--- src/rtl/ext_gpio_pkg.sv ---
// Shared definitions for the buffered external GPIO controller: direction
// encoding, per-channel direction FSM states and a width helper.
package ext_gpio_pkg;

  localparam logic GPIO_DIR_INPUT  = 1'b1;
  localparam logic GPIO_DIR_OUTPUT = 1'b0;

  typedef enum logic [1:0] {
    ST_IN     = 2'd0,
    ST_IN2OUT = 2'd1,
    ST_OUT    = 2'd2,
    ST_OUT2IN = 2'd3
  } gpio_state_e;

  // Ceiling log2, never narrower than one bit so counters always exist.
  function automatic int clog2(input int value);
    int w;
    w = 0;
    for (int v = value - 1; v > 0; v = v >> 1) w++;
    return (w < 1) ? 1 : w;
  endfunction

endpackage

--- src/rtl/ext_gpio_chan.sv ---
// One buffered GPIO channel: synchroniser, optional debounce filter
// (EXT_GPIO_DEBOUNCE_EN), edge interrupts, drive logic and direction turnaround.
module ext_gpio_chan
  import ext_gpio_pkg::*;
#(
  parameter int SYNC_STAGES     = 2,
  parameter int DEBOUNCE_CYCLES = 1000,
  parameter int GUARD_CYCLES    = 4
) (
  input  logic clk,
  input  logic rst,
  input  logic cfg_dir,
  input  logic cfg_oc,
  input  logic cfg_out,
  input  logic cfg_rise_ie,
  input  logic cfg_fall_ie,
  input  logic irq_clr,
  input  logic gpio_i,
  output logic gpio_o,
  output logic gpio_t,
  output logic buf_dir,
  output logic buf_oc,
  output logic gpio_in_val,
  output logic irq_status,
  output logic dir_busy
);

  localparam int GW = clog2(GUARD_CYCLES + 1);

  gpio_state_e      state, state_nxt;
  logic [GW-1:0]    gcnt, gcnt_nxt;
  logic             gpio_o_nxt, gpio_t_nxt, buf_dir_nxt;
  logic             drive_o, drive_t;
  logic [SYNC_STAGES-1:0] sync;
  logic             synced;
  logic             in_val_nxt;
  logic             val_d;
  logic             entering_in;
  logic             edge_set;

  assign synced = sync[SYNC_STAGES-1];

  always_ff @(posedge clk or posedge rst) begin
    if (rst) sync <= '0;
    else     sync <= {sync[SYNC_STAGES-2:0], gpio_i};
  end

`ifdef EXT_GPIO_DEBOUNCE_EN
  localparam int DB_W = clog2(DEBOUNCE_CYCLES + 1);

  logic [DB_W-1:0] db_cnt, db_cnt_nxt;

  // A new level is accepted only after it has been stable for the full window.
  always_comb begin
    db_cnt_nxt = '0;
    in_val_nxt = gpio_in_val;
    if (synced != gpio_in_val) begin
      if (db_cnt == DB_W'(DEBOUNCE_CYCLES - 1)) in_val_nxt = synced;
      else                                      db_cnt_nxt = db_cnt + DB_W'(1);
    end
  end

  always_ff @(posedge clk or posedge rst) begin
    if (rst) begin
      db_cnt      <= '0;
      gpio_in_val <= 1'b0;
    end else begin
      db_cnt      <= db_cnt_nxt;
      gpio_in_val <= in_val_nxt;
    end
  end
`else
  assign gpio_in_val = synced;
  assign in_val_nxt  = sync[SYNC_STAGES-2];
`endif

  assign drive_o = cfg_oc ? 1'b0 : cfg_out;
  assign drive_t = cfg_oc ? cfg_out : 1'b0;

  always_comb begin
    state_nxt   = state;
    gcnt_nxt    = gcnt;
    gpio_o_nxt  = gpio_o;
    gpio_t_nxt  = gpio_t;
    buf_dir_nxt = buf_dir;
    case (state)
      ST_IN: begin
        gpio_o_nxt  = 1'b0;
        gpio_t_nxt  = 1'b1;
        buf_dir_nxt = GPIO_DIR_INPUT;
        if (cfg_dir == GPIO_DIR_OUTPUT) begin
          state_nxt   = ST_IN2OUT;
          buf_dir_nxt = GPIO_DIR_OUTPUT;
          gcnt_nxt    = '0;
        end
      end
      ST_IN2OUT: begin
        if (gcnt == GW'(GUARD_CYCLES - 1)) begin
          state_nxt  = ST_OUT;
          gpio_o_nxt = drive_o;
          gpio_t_nxt = drive_t;
        end else begin
          gcnt_nxt = gcnt + GW'(1);
        end
      end
      ST_OUT: begin
        if (cfg_dir == GPIO_DIR_INPUT) begin
          // Release the pin first; the buffer flips only after the guard time.
          state_nxt  = ST_OUT2IN;
          gpio_o_nxt = 1'b0;
          gpio_t_nxt = 1'b1;
          gcnt_nxt   = '0;
        end else begin
          gpio_o_nxt = drive_o;
          gpio_t_nxt = drive_t;
        end
      end
      ST_OUT2IN: begin
        if (gcnt == GW'(GUARD_CYCLES - 1)) begin
          state_nxt   = ST_IN;
          buf_dir_nxt = GPIO_DIR_INPUT;
        end else begin
          gcnt_nxt = gcnt + GW'(1);
        end
      end
      default: state_nxt = ST_IN;
    endcase
  end

  always_ff @(posedge clk or posedge rst) begin
    if (rst) begin
      state    <= ST_IN;
      gcnt     <= '0;
      gpio_o   <= 1'b0;
      gpio_t   <= 1'b1;
      buf_dir  <= GPIO_DIR_INPUT;
      buf_oc   <= 1'b1;
      dir_busy <= 1'b0;
    end else begin
      state    <= state_nxt;
      gcnt     <= gcnt_nxt;
      gpio_o   <= gpio_o_nxt;
      gpio_t   <= gpio_t_nxt;
      buf_dir  <= buf_dir_nxt;
      buf_oc   <= cfg_oc;
      dir_busy <= (state_nxt == ST_IN2OUT) || (state_nxt == ST_OUT2IN);
    end
  end

  // Reloading the delayed copy on entry to IN hides level changes seen while driving.
  assign entering_in = (state != ST_IN) && (state_nxt == ST_IN);
  assign edge_set    = (state == ST_IN) &&
                       ((gpio_in_val && !val_d && cfg_rise_ie) ||
                        (!gpio_in_val && val_d && cfg_fall_ie));

  always_ff @(posedge clk or posedge rst) begin
    if (rst) begin
      val_d      <= 1'b0;
      irq_status <= 1'b0;
    end else begin
      val_d      <= entering_in ? in_val_nxt : gpio_in_val;
      irq_status <= edge_set || (irq_status && !irq_clr);
    end
  end

endmodule

--- src/rtl/ext_gpio_ctrl.sv ---
// N-channel buffered external GPIO controller; debounce is enabled by
// defining EXT_GPIO_DEBOUNCE_EN.
module ext_gpio_ctrl
  import ext_gpio_pkg::*;
#(
  parameter int NUM_CH          = 2,
  parameter int SYNC_STAGES     = 2,
  parameter int DEBOUNCE_CYCLES = 1000,
  parameter int GUARD_CYCLES    = 4
) (
  input  logic              clk,
  input  logic              rst,
  input  logic [NUM_CH-1:0] cfg_dir,
  input  logic [NUM_CH-1:0] cfg_oc,
  input  logic [NUM_CH-1:0] cfg_out,
  input  logic [NUM_CH-1:0] cfg_rise_ie,
  input  logic [NUM_CH-1:0] cfg_fall_ie,
  input  logic [NUM_CH-1:0] irq_clr,
  input  logic [NUM_CH-1:0] gpio_i,
  output logic [NUM_CH-1:0] gpio_o,
  output logic [NUM_CH-1:0] gpio_t,
  output logic [NUM_CH-1:0] buf_dir,
  output logic [NUM_CH-1:0] buf_oc,
  output logic [NUM_CH-1:0] gpio_in_val,
  output logic [NUM_CH-1:0] irq_status,
  output logic [NUM_CH-1:0] dir_busy,
  output logic              irq
);

  for (genvar i = 0; i < NUM_CH; i++) begin : g_ch
    ext_gpio_chan #(
      .SYNC_STAGES    (SYNC_STAGES),
      .DEBOUNCE_CYCLES(DEBOUNCE_CYCLES),
      .GUARD_CYCLES   (GUARD_CYCLES)
    ) u_chan (
      .clk        (clk),
      .rst        (rst),
      .cfg_dir    (cfg_dir[i]),
      .cfg_oc     (cfg_oc[i]),
      .cfg_out    (cfg_out[i]),
      .cfg_rise_ie(cfg_rise_ie[i]),
      .cfg_fall_ie(cfg_fall_ie[i]),
      .irq_clr    (irq_clr[i]),
      .gpio_i     (gpio_i[i]),
      .gpio_o     (gpio_o[i]),
      .gpio_t     (gpio_t[i]),
      .buf_dir    (buf_dir[i]),
      .buf_oc     (buf_oc[i]),
      .gpio_in_val(gpio_in_val[i]),
      .irq_status (irq_status[i]),
      .dir_busy   (dir_busy[i])
    );
  end

  always_ff @(posedge clk or posedge rst) begin
    if (rst) irq <= 1'b0;
    else     irq <= |irq_status;
  end

endmodule

--- config.mk ---
export PLATFORM = sky130hd
export DESIGN_NAME = ext_gpio_ctrl
export DESIGN_NICKNAME = d
export VERILOG_FILES = /design/src/rtl/ext_gpio_pkg.sv /design/src/rtl/ext_gpio_chan.sv /design/src/rtl/ext_gpio_ctrl.sv
export SDC_FILE = /design/constraint.sdc
export NUM_CORES = 1
export LEC_CHECK = 0
export CORE_UTILIZATION = 24
export CTS_CLUSTER_SIZE = 25
export DETAILED_ROUTE_END_ITERATION = 8
export PLACE_DENSITY = 0.55
export SLEW_MARGIN = 20
export SYNTH_ARGS = -nofsm -noshare
export SYNTH_HDL_FRONTEND = slang
export SYNTH_SLANG_ARGS = --single-unit
--- constraint.sdc ---
create_clock -name clk -period 1.7 [get_ports clk]
set_input_delay 0.51 -clock clk [delete_from_list [all_inputs] [get_ports clk]]
set_output_delay 0.51 -clock clk [all_outputs]
set_load 0.03 [all_outputs]
== Yosys cells after proc, flatten, opt, wreduce, memory -nomap -nowiden ==
Index checks and enable logic that the tools add are counted.
Word-level totals
  bits in registers: 29
  input bits: 16
  output and inout bits: 15
  logic and storage cells: 132
Cells by class
  add/subtract/negate cells: 2
  equal/unequal tests: 22
  multiplexer cells: 42
  reduce and logical (&&, ||, !) cells: 45
Operators by type and width (number)
  $mux 1: 18
  $mux 3: 6
  $pmux 3 s3: 2
  $mux 2: 8
  $pmux 2 s4: 2
  $logic_and 1x1->1: 14
  $eq 2x2->1 const B: 6
  $ne 2x2->1 const B: 6
  $pmux 1 s3: 4
  $eq 2x1->1 const B: 4
  $logic_not 2->1: 4
  $ne 2x1->1 const B: 4
  $reduce_and 2->1: 4
  $reduce_bool 2->1: 4
  $add 3x1->3 const B: 2
  $eq 3x2->1 const B: 2
  $logic_not 1->1: 6
  $logic_or 1x1->1: 6
  $reduce_and 3->1: 2
  $reduce_bool 3->1: 2
  $reduce_or 2->1: 3
  $pmux 1 s2: 2

== Longest topological paths before layout ==
Gate-level depths: netlist (run 1).
  depth in word-level cells: 6
  depth in mapped cells: 7
  mapped depth without buffers: 6

== Cells and area by module ==
Synthesis (run 1) repeated with hierarchy kept, for this count alone.
Second synthesis, totals
  cells, all modules: 151
  area, all modules: 1521.5 µm²
By module, submodules not included
  ext_gpio_chan (g_ch[1].u_chan): instances 1, cells an instance 74, area an instance 744.5 µm², sequential area each 354.1 µm²
  ext_gpio_chan (g_ch[0].u_chan): instances 1, cells an instance 74, area an instance 742.0 µm², sequential area each 354.1 µm²
  ext_gpio_ctrl: instances 1, cells an instance 3, area an instance 35.0 µm², sequential area each 25.0 µm²

== Worst setup path before layout (run 1) ==
Ideal clock, no wire load.
  path type: reg2reg
  start: register g_ch[0].u_chan.state[0]
  end: register g_ch[0].u_chan.val_d
  setup time: 128 ps
  arrival time: 1607 ps
  data required time: 1572 ps
  setup slack: -35 ps
  stages on the path, launching flop included: 7
  path buffers: 0
  clock period less this slack: 1735 ps
  cells stage by stage: dfrtp_1 inv_1 ha_1 nor3_1 a211oi_2 a211oi_2 mux2_1
Between the ends
  word-level cells in the longest chain between the ends: 5
  elaborated cells between the ends (all ways): 13
  those cells by class: eq/ne (3); mux (6); reduce/logical (4)
RTL lines
  from (decl): line ext_gpio_chan.sv:30  | gpio_state_e state, state_nxt;
  from (signal assigned): line ext_gpio_chan.sv:140  | state <= state_nxt;
  $eq 2x2->1 (tied with other cells): line ext_gpio_chan.sv:86  | case (state)
  $pmux 2 s4 *: line ext_gpio_chan.sv:86
  via g_ch[0].u_chan.state_nxt[1]: line ext_gpio_chan.sv:30
  $logic_not 2->1 *: line ext_gpio_chan.sv:151  | assign entering_in = (state != ST_IN) && (state_nxt == ST_IN);
  $logic_and 1x1->1 *: line ext_gpio_chan.sv:151
  $mux 1 *: line ext_gpio_chan.sv:161  | val_d <= entering_in ? in_val_nxt : gpio_in_val;
  to (signal assigned): line ext_gpio_chan.sv:161
  to (decl): line ext_gpio_chan.sv:37  | logic val_d;
Mark *: on every way through the listed nets, which the timed path passes. The rest lies on a longest branch.
A chain may end at the register's enable or synchronous reset.

== Worst setup path after layout (run 1) ==
  start: register g_ch[1].u_chan.gcnt[0]
  end: register g_ch[1].u_chan.val_d
Between the ends
  word-level cells in the longest chain between the ends: 6
  elaborated cells between the ends (all ways): 7
  those cells by class: eq/ne (1); mux (4); reduce/logical (2)
RTL lines
  from (decl): line ext_gpio_chan.sv:31  | logic [GW-1:0] gcnt, gcnt_nxt;
  from (signal assigned): line ext_gpio_chan.sv:141  | gcnt <= gcnt_nxt;
  $eq 3x2->1 *: line ext_gpio_chan.sv:98, ext_gpio_chan.sv:119
  $mux 2 (on tied branches): line ext_gpio_chan.sv:119, ext_gpio_chan.sv:98
  $pmux 2 s4 *: line ext_gpio_chan.sv:86
  $logic_not 2->1 *: line ext_gpio_chan.sv:151
  $logic_and 1x1->1 *: line ext_gpio_chan.sv:151
  $mux 1 *: line ext_gpio_chan.sv:161
  to (signal assigned): line ext_gpio_chan.sv:161
  to (decl): line ext_gpio_chan.sv:37
Mark *: on every way between the ends. The rest lies on a longest branch, timed or not.

==> metrics.txt, run 1 <==
pin count of the biggest net entering global routing 30; DR pass1 iterations 4; Overall Global Routing Usage 10.4%; global route total overflow 0; initial antenna violation count 0; Area Overhead vs Synth 44.7%; post-route insts no fill 281; Worst Hold End g_ch[1].u_chan.sync[1]$_DFF_PP0_; PwrDens between 1500 and 2000 nW/um^2; Mapped Area between 1500 and 2000 um^2; clock skew 0.00467 ns; Hold Slack 0.371 ns; number of global-route vias before repair approximately 1200; die footprint 6970 um^2; Num CTS Buffers 5; Max Freq roughly 0.60 GHz; cell taking the most area after synthesis dfrtp_1; CTS tree yes; per-cell routed wire length 12.0 um; Cells after Synth 152; Worst Tran Pin Value 0.337 ns; Slew Viols, Final 0; part of the cycle the worst path needs between 90% and 100%; simple-gate share of the synthesized area 9.89%; total core area 6390 um^2; YS warnings 0; worst-path maximum fanout 5; placed cell count 270; main combinational cell family by area after synthesis compound AO/OA/AOI/OAI gates; Post-Synth Adder-Cell Area 9.42%; IO Pins 31; DRC errors left 0; share of layout cells above drive strength 1 38.7%; arrival time at the worst endpoint 1.84 ns; WS Path Type flop to flop; HPWL after DPL 2.41 mm; antenna-violating nets left 0; Die X-Extent 83.5 um; Max clock buf depth 2; final layout net count between 200 and 250; max reg flops 6; P_leak 1.04 nW; slew margin rel. 77.2%; post-synth top area share a little over a third; Top reg by flops g_ch.u_chan.gcnt; CP Launch Type flop; Peak VDD IR 0.702 mV; Iteration-0 DRC Markers 17; Post-Syn Nets 180; FP Rows 29; CP peak stage delay 0.37 ns; post-synthesis xor/xnor area fraction 0%; Worst-Skew Late Latency 0.29 ns; fin crit period 1.67 ns; R2R Path Start g_ch[1].u_chan.gcnt[0]$_DFFE_PP0P_; antenna cell count 0; Initial Utilization 25.0%; EDFF count, synth 0; FF-to-FF End g_ch[1].u_chan.val_d$_DFF_PP0_; Largest regs g_ch.u_chan.gcnt: 6 flops, g_ch.u_chan.state: 4 flops, g_ch.u_chan.sync: 4 flops; top_reg_cell synth dfrtp_1; Die Y 83.5 um; FF+latch count, synth 29; Hold Path Depth 0; CTS H-tree lvls 2; Synth Area in Compound Gates about 22%; detailed-route vias per instance between 4 and 5; reg2reg setup slack 0.03 ns; ys async rst share 100%; outcome finished clean; crit path cell chain ha_2 -> ha_4 -> o21ba_4 -> a211oi_2 -> nand4_1 -> mux2_1; cts hold-fix bufs 0; post-synthesis mux area share 2.75%; crit path capture type flop; unrepaired setup endpoints after global routing true; Clock Sinks 29; Final GP Congestion approximately 0.78; root buf cell clkbuf_8; HP Start g_ch[1].u_chan.sync[0]$_DFF_PP0_; Total Wirelength 3.37 mm; worst endpoint required time roughly 1.9 ns; final setup fails 0; first-pass GRT wire length between 5 and 6 mm; top cells by area, synth dfrtp_1 36%, dfstp_2 9.9%, ha_1 9.4%; slowest CP cell dfrtp_1; Final Hold Fails 0; Hold WC Path Type flop to flop; syn avg cell area 10.5 um^2; max-cap violation count 0; Yosys cell types 37; Sum Neg Setup Slack 0 ns; Reg2Reg Depth 6; I/O Buffers 30; share of the yosys chip area belonging to registers 46.0%; Tot Pwr 0.00420 W; vias approximately 1300; Clock Pin Slew Worst Setup and Hold Paths roughly 0.060 ns
layout by cell type, fill, tap and decap left out, types with 4 or more instances in the layout:
cell             synthesis  routed
ha_2                     0       5
nor2_1                   6       5
dfstp_2                  6       6
dlygate4sd2_1            0       9
clkdlybuf4s50_1          0      14
dfrtp_1                 23      22
a21o_1                   5       5
clkbuf_8                 0       5
ha_4                     0       4
nand2_1                 16      16
buf_4                   14      35
a22o_1                   4       4
inv_1                   10       8
o21ai_0                 11       9
kinds of logic (layout without fill, tap and decap cells):
group                      after synthesis  after routing
AOI/OAI and AO/OA                       46             46
adders and majority gates               12             12
buffers and inverters                   27             79
DFF                                     29             29
muxes                                    4              4
and+or+nand+nor                         34             34
routing by layer:
metal  up-vias  wire (um)  track usage, %
met5         -          0               0
met4         0         52            4.16
met3         6        152            4.06
met2        20       1670            17.5
met1       598       1500            11.7
li1        627          -               -
Yosys cell counts, types with 2 or more instances:
master / count
mux2_1: 2
a211oi_2: 3
o21ai_0: 11
o31ai_1: 2
inv_1: 10
o41ai_1: 2
o32a_1: 2
a22o_1: 4
ha_1: 12
dfstp_2: 6
nand3b_1: 3
a21boi_0: 2
o21ai_1: 2
buf_4: 14
nand2_1: 16
nor3_1: 3
a21o_1: 5
nor2_1: 6
nor2b_1: 3
nand2b_1: 2
a21oi_1: 4
dfrtp_1: 23
cell type report:
type | count | area [um^2]
well taps | 77 | 96.3
clock buffers | 6 | 72.6
repair buffers | 61 | 526
multi-input cells | 96 | 830
clock inverters | 2 | 10.0
inverters | 10 | 37.5
fillers | 663 | 4080
flip-flops and latches | 29 | 734
stage by stage:
step | util, % | area [um^2] | setup WS, ns
after floorplan | - | 1600 | 0.00647
after global placement | 32.5 | 2080 | -0.248
after detailed placement | 32.5 | 2080 | -0.273
after CTS | 34.7 | 2220 | 0.00139
after global routing | 36.1 | 2310 | -0.0367
final | 36.1 | 2310 | 0.0263
critical path, delay by kind of cell (launching register included):
family	cells	cell delay (ns)
DFF	1	0.37
AOI/OAI and AO/OA	2	0.37
adders and majority gates	2	0.36
muxes	1	0.32
and+or+nand+nor	1	0.13
what timing repair did:
action / 4_1_cts / 5_1_grt
setup buffers: 0 / 3
endpoints found under the hold margin: 0 / 0
endpoints found under the setup margin: 12 / 8
gates resized for setup: 24 / 19
pin swaps: 3 / 4
power breakdown:
part	internal [W]	switching (W)	leakage, nW
registers	0.000986	0.000156	0.351
clock network	0.000283	0.000272	0.0450
logic	0.00127	0.00124	0.646
worst max-delay path by stage:
stage          slack, ns  cells past startpoint                               start                        endpoint
2_1_floorplan      0.006                      7   g_ch[1].u_chan.state[0]$_DFF_PP0_  g_ch[1].u_chan.val_d$_DFF_PP0_
3_3_place_gp       -0.25                      5                          cfg_dir[0]  g_ch[0].u_chan.val_d$_DFF_PP0_
3_5_place_dp       -0.27                      5                          cfg_dir[0]  g_ch[0].u_chan.val_d$_DFF_PP0_
4_1_cts            0.001                      6  g_ch[1].u_chan.gcnt[0]$_DFFE_PP0P_  g_ch[1].u_chan.val_d$_DFF_PP0_
5_1_grt            -0.04                      6   g_ch[0].u_chan.state[1]$_DFF_PP0_  g_ch[0].u_chan.val_d$_DFF_PP0_
6_report            0.03                      6  g_ch[1].u_chan.gcnt[0]$_DFFE_PP0P_  g_ch[1].u_chan.val_d$_DFF_PP0_
Note: power is estimated with default switching activity, not from simulation.
==> run 2: changes to the inputs <==
--- a/config.mk
+++ b/config.mk
@@ -5,6 +5,7 @@
 export SDC_FILE = /design/constraint.sdc
 export NUM_CORES = 1
 export LEC_CHECK = 0
+export CORE_MARGIN = 2
 export CORE_UTILIZATION = 24
 export CTS_CLUSTER_SIZE = 25
 export DETAILED_ROUTE_END_ITERATION = 8
==> run 2 against run 1 <==
Combinational power about the same; critical endpoint is now g_ch[0].u_chan.val_d$_DFF_PP0_; setup slack got worse by 0.020 ns; clock-buffer cell count stayed put; critical path type unchanged; routed wire length grew 0.39%.
==> metrics.txt, run 2 (synthesized netlist as in run 1, its figures left out) <==
FF-to-FF End g_ch[0].u_chan.val_d$_DFF_PP0_; number of global-route vias before repair approximately 1300; vias 1274; commonest non-fill, non-tap cell in the layout buf_4; Sum Neg Setup Slack 0 ns; final layout net count 231; crit path cell chain buf_4 -> ha_4 -> nor3_4 -> a211oi_4 -> a211oi_2 -> mux2_1; Die X-Extent ~85 um; Max clock buf depth 2; Hold Path Depth 0; PwrDens 1820 nW/um^2; min setup slack post-route 0.00587 ns; Max Freq 0.590 GHz; P_leak 1.03 nW; cts hold-fix bufs 0; Final Hold Fails 0; crit path capture type flop; worst-path maximum fanout 5; Worst Hold End g_ch[0].u_chan.sync[1]$_DFF_PP0_; Final GP Congestion 0.790; HP Start g_ch[0].u_chan.sync[0]$_DFF_PP0_; IO Pins 31; CTS H-tree lvls 2; slew margin rel. 76.7%; I/O Buffers 30; FP Rows 29; WL met3 145 um; Initial Utilization 25.0%; Overall Global Routing Usage 10.1%; commonest non-fill, non-tap cells in the layout 36 x buf_4, 23 x dfrtp_1, 16 x nand2_1; met1 wire length 1.49 mm; DR top layer met4; reg2reg setup slack around 0.0059 ns; CTS tree yes; clock skew 0.00295 ns; worst endpoint required time 1.87 ns; Slew Viols, Final 0; Worst Tran Pin Value 0.349 ns; Worst Path Buf+Inv 1; Top reg by flops g_ch.u_chan.gcnt; antenna cell count 0; worst slack, placed -0.314 ns; slowest CP cell dfrtp_1; initial antenna violation count 0; max-cap violation count 0; Peak VDD IR ~0.76 mV; final setup fails 0; HPWL after DPL 2.49 mm; die footprint about 7300 um^2; DRC errors left 0; met2 wire len 1.68 mm; Die Y 85.5 um; Total Wirelength 3.38 mm; pin count of the biggest net entering global routing 30; CP Launch Type flop; Hold WC Path Type flop to flop; Clock Pin Slew Worst Setup and Hold Paths 0.06 ns; root buf cell clkbuf_8; per-cell routed wire length 12.0 um; Reg2Reg Depth 6; total core area 6390 um^2; Largest regs g_ch.u_chan.gcnt: 6 flops, g_ch.u_chan.state: 4 flops, g_ch.u_chan.sync: 4 flops; first-pass GRT wire length about 5.8 mm; CP peak stage delay 0.41 ns; antenna-violating nets left 0; part of the cycle the worst path needs 99.7%; Worst-Skew Late Latency 0.28 ns; share of layout cells above drive strength 1 37.7%; outcome finished clean; fin crit period 1.69 ns; Iteration-0 DRC Markers 42; R2R Path Start g_ch[0].u_chan.state[1]$_DFF_PP0_; arrival time at the worst endpoint 1.86 ns; Num CTS Buffers 5; DR pass1 iterations 4; Clock Sinks 29; global route total overflow 0; max reg flops 6; detailed-route vias per instance 4.53; delay-heaviest family, CP flip-flops; critical path depth 6; Area Overhead vs Synth 43.9%; WS Path Type flop to flop; unrepaired setup endpoints after global routing true
run 2: what timing repair did:
item                                    CTS  global route
endpoints found under the setup margin   12             8
pin swaps                                 3             5
hold endpoints to repair                  0             0
resized for setup                        27            10
buffers inserted                          0             2
run 2: area by class of cell:
cell class,instances,area [um^2]
Fill cell,651,4090
Multi-Input combinational cell,96,825
Sequential cell,29,733
Timing Repair Buffer,61,519
Tap cell,77,96.3
Clock buffer,6,72.6
Inverter,10,37.5
Clock inverter,2,10.0
run 2: worst reg2reg max path: stages (launching register included):
cell      delay (ns)
dfrtp_1         0.41
buf_4           0.16
ha_4            0.17
nor3_4          0.24
a211oi_4        0.10
a211oi_2        0.16
mux2_1          0.34
run 2: how the worst max path moves through the flow:
stage	slack (ns)	to	startpoint
final	0.006	g_ch[0].u_chan.val_d$_DFF_PP0_	g_ch[0].u_chan.state[1]$_DFF_PP0_
after floorplan	0.006	g_ch[1].u_chan.val_d$_DFF_PP0_	g_ch[1].u_chan.state[0]$_DFF_PP0_
after global placement	-0.25	g_ch[0].u_chan.val_d$_DFF_PP0_	cfg_dir[0]
after global routing	-0.06	g_ch[0].u_chan.val_d$_DFF_PP0_	g_ch[0].u_chan.state[1]$_DFF_PP0_
after detailed placement	-0.31	g_ch[0].u_chan.val_d$_DFF_PP0_	cfg_dir[0]
after CTS	0.003	g_ch[1].u_chan.val_d$_DFF_PP0_	g_ch[1].u_chan.gcnt[0]$_DFFE_PP0P_
run 2: power breakdown:
group,switching [W],internal [W],leakage [nW]
Combinational,0.00124,0.00125,0.632
Clock,0.000264,0.000283,0.0450
Sequential,0.000151,0.000985,0.352
Total,0.00165,0.00252,1.03
run 2: stage by stage:
step                area, um^2  util, %  hold slack (ns)  total power, W  instances
floorplan                 1600        -            0.347         0.00263        152
finish                    2290     35.9            0.376         0.00417        281
detailed placement        2090     32.7            0.361         0.00343        271
CTS                       2230     35.0            0.377         0.00413        279
global route              2290     35.9            0.384         0.00452        281
global placement          2090     32.7            0.363         0.00339        271
run 2: routing by layer:
| metal | track usage, % | vias up |
|---|---|---|
| met1 | 11.7 | 616 |
| met3 | 2.79 | 8 |
| met5 | 0 | - |
| met4 | 5.48 | 0 |
| li1 | - | 628 |
| met2 | 16.9 | 22 |
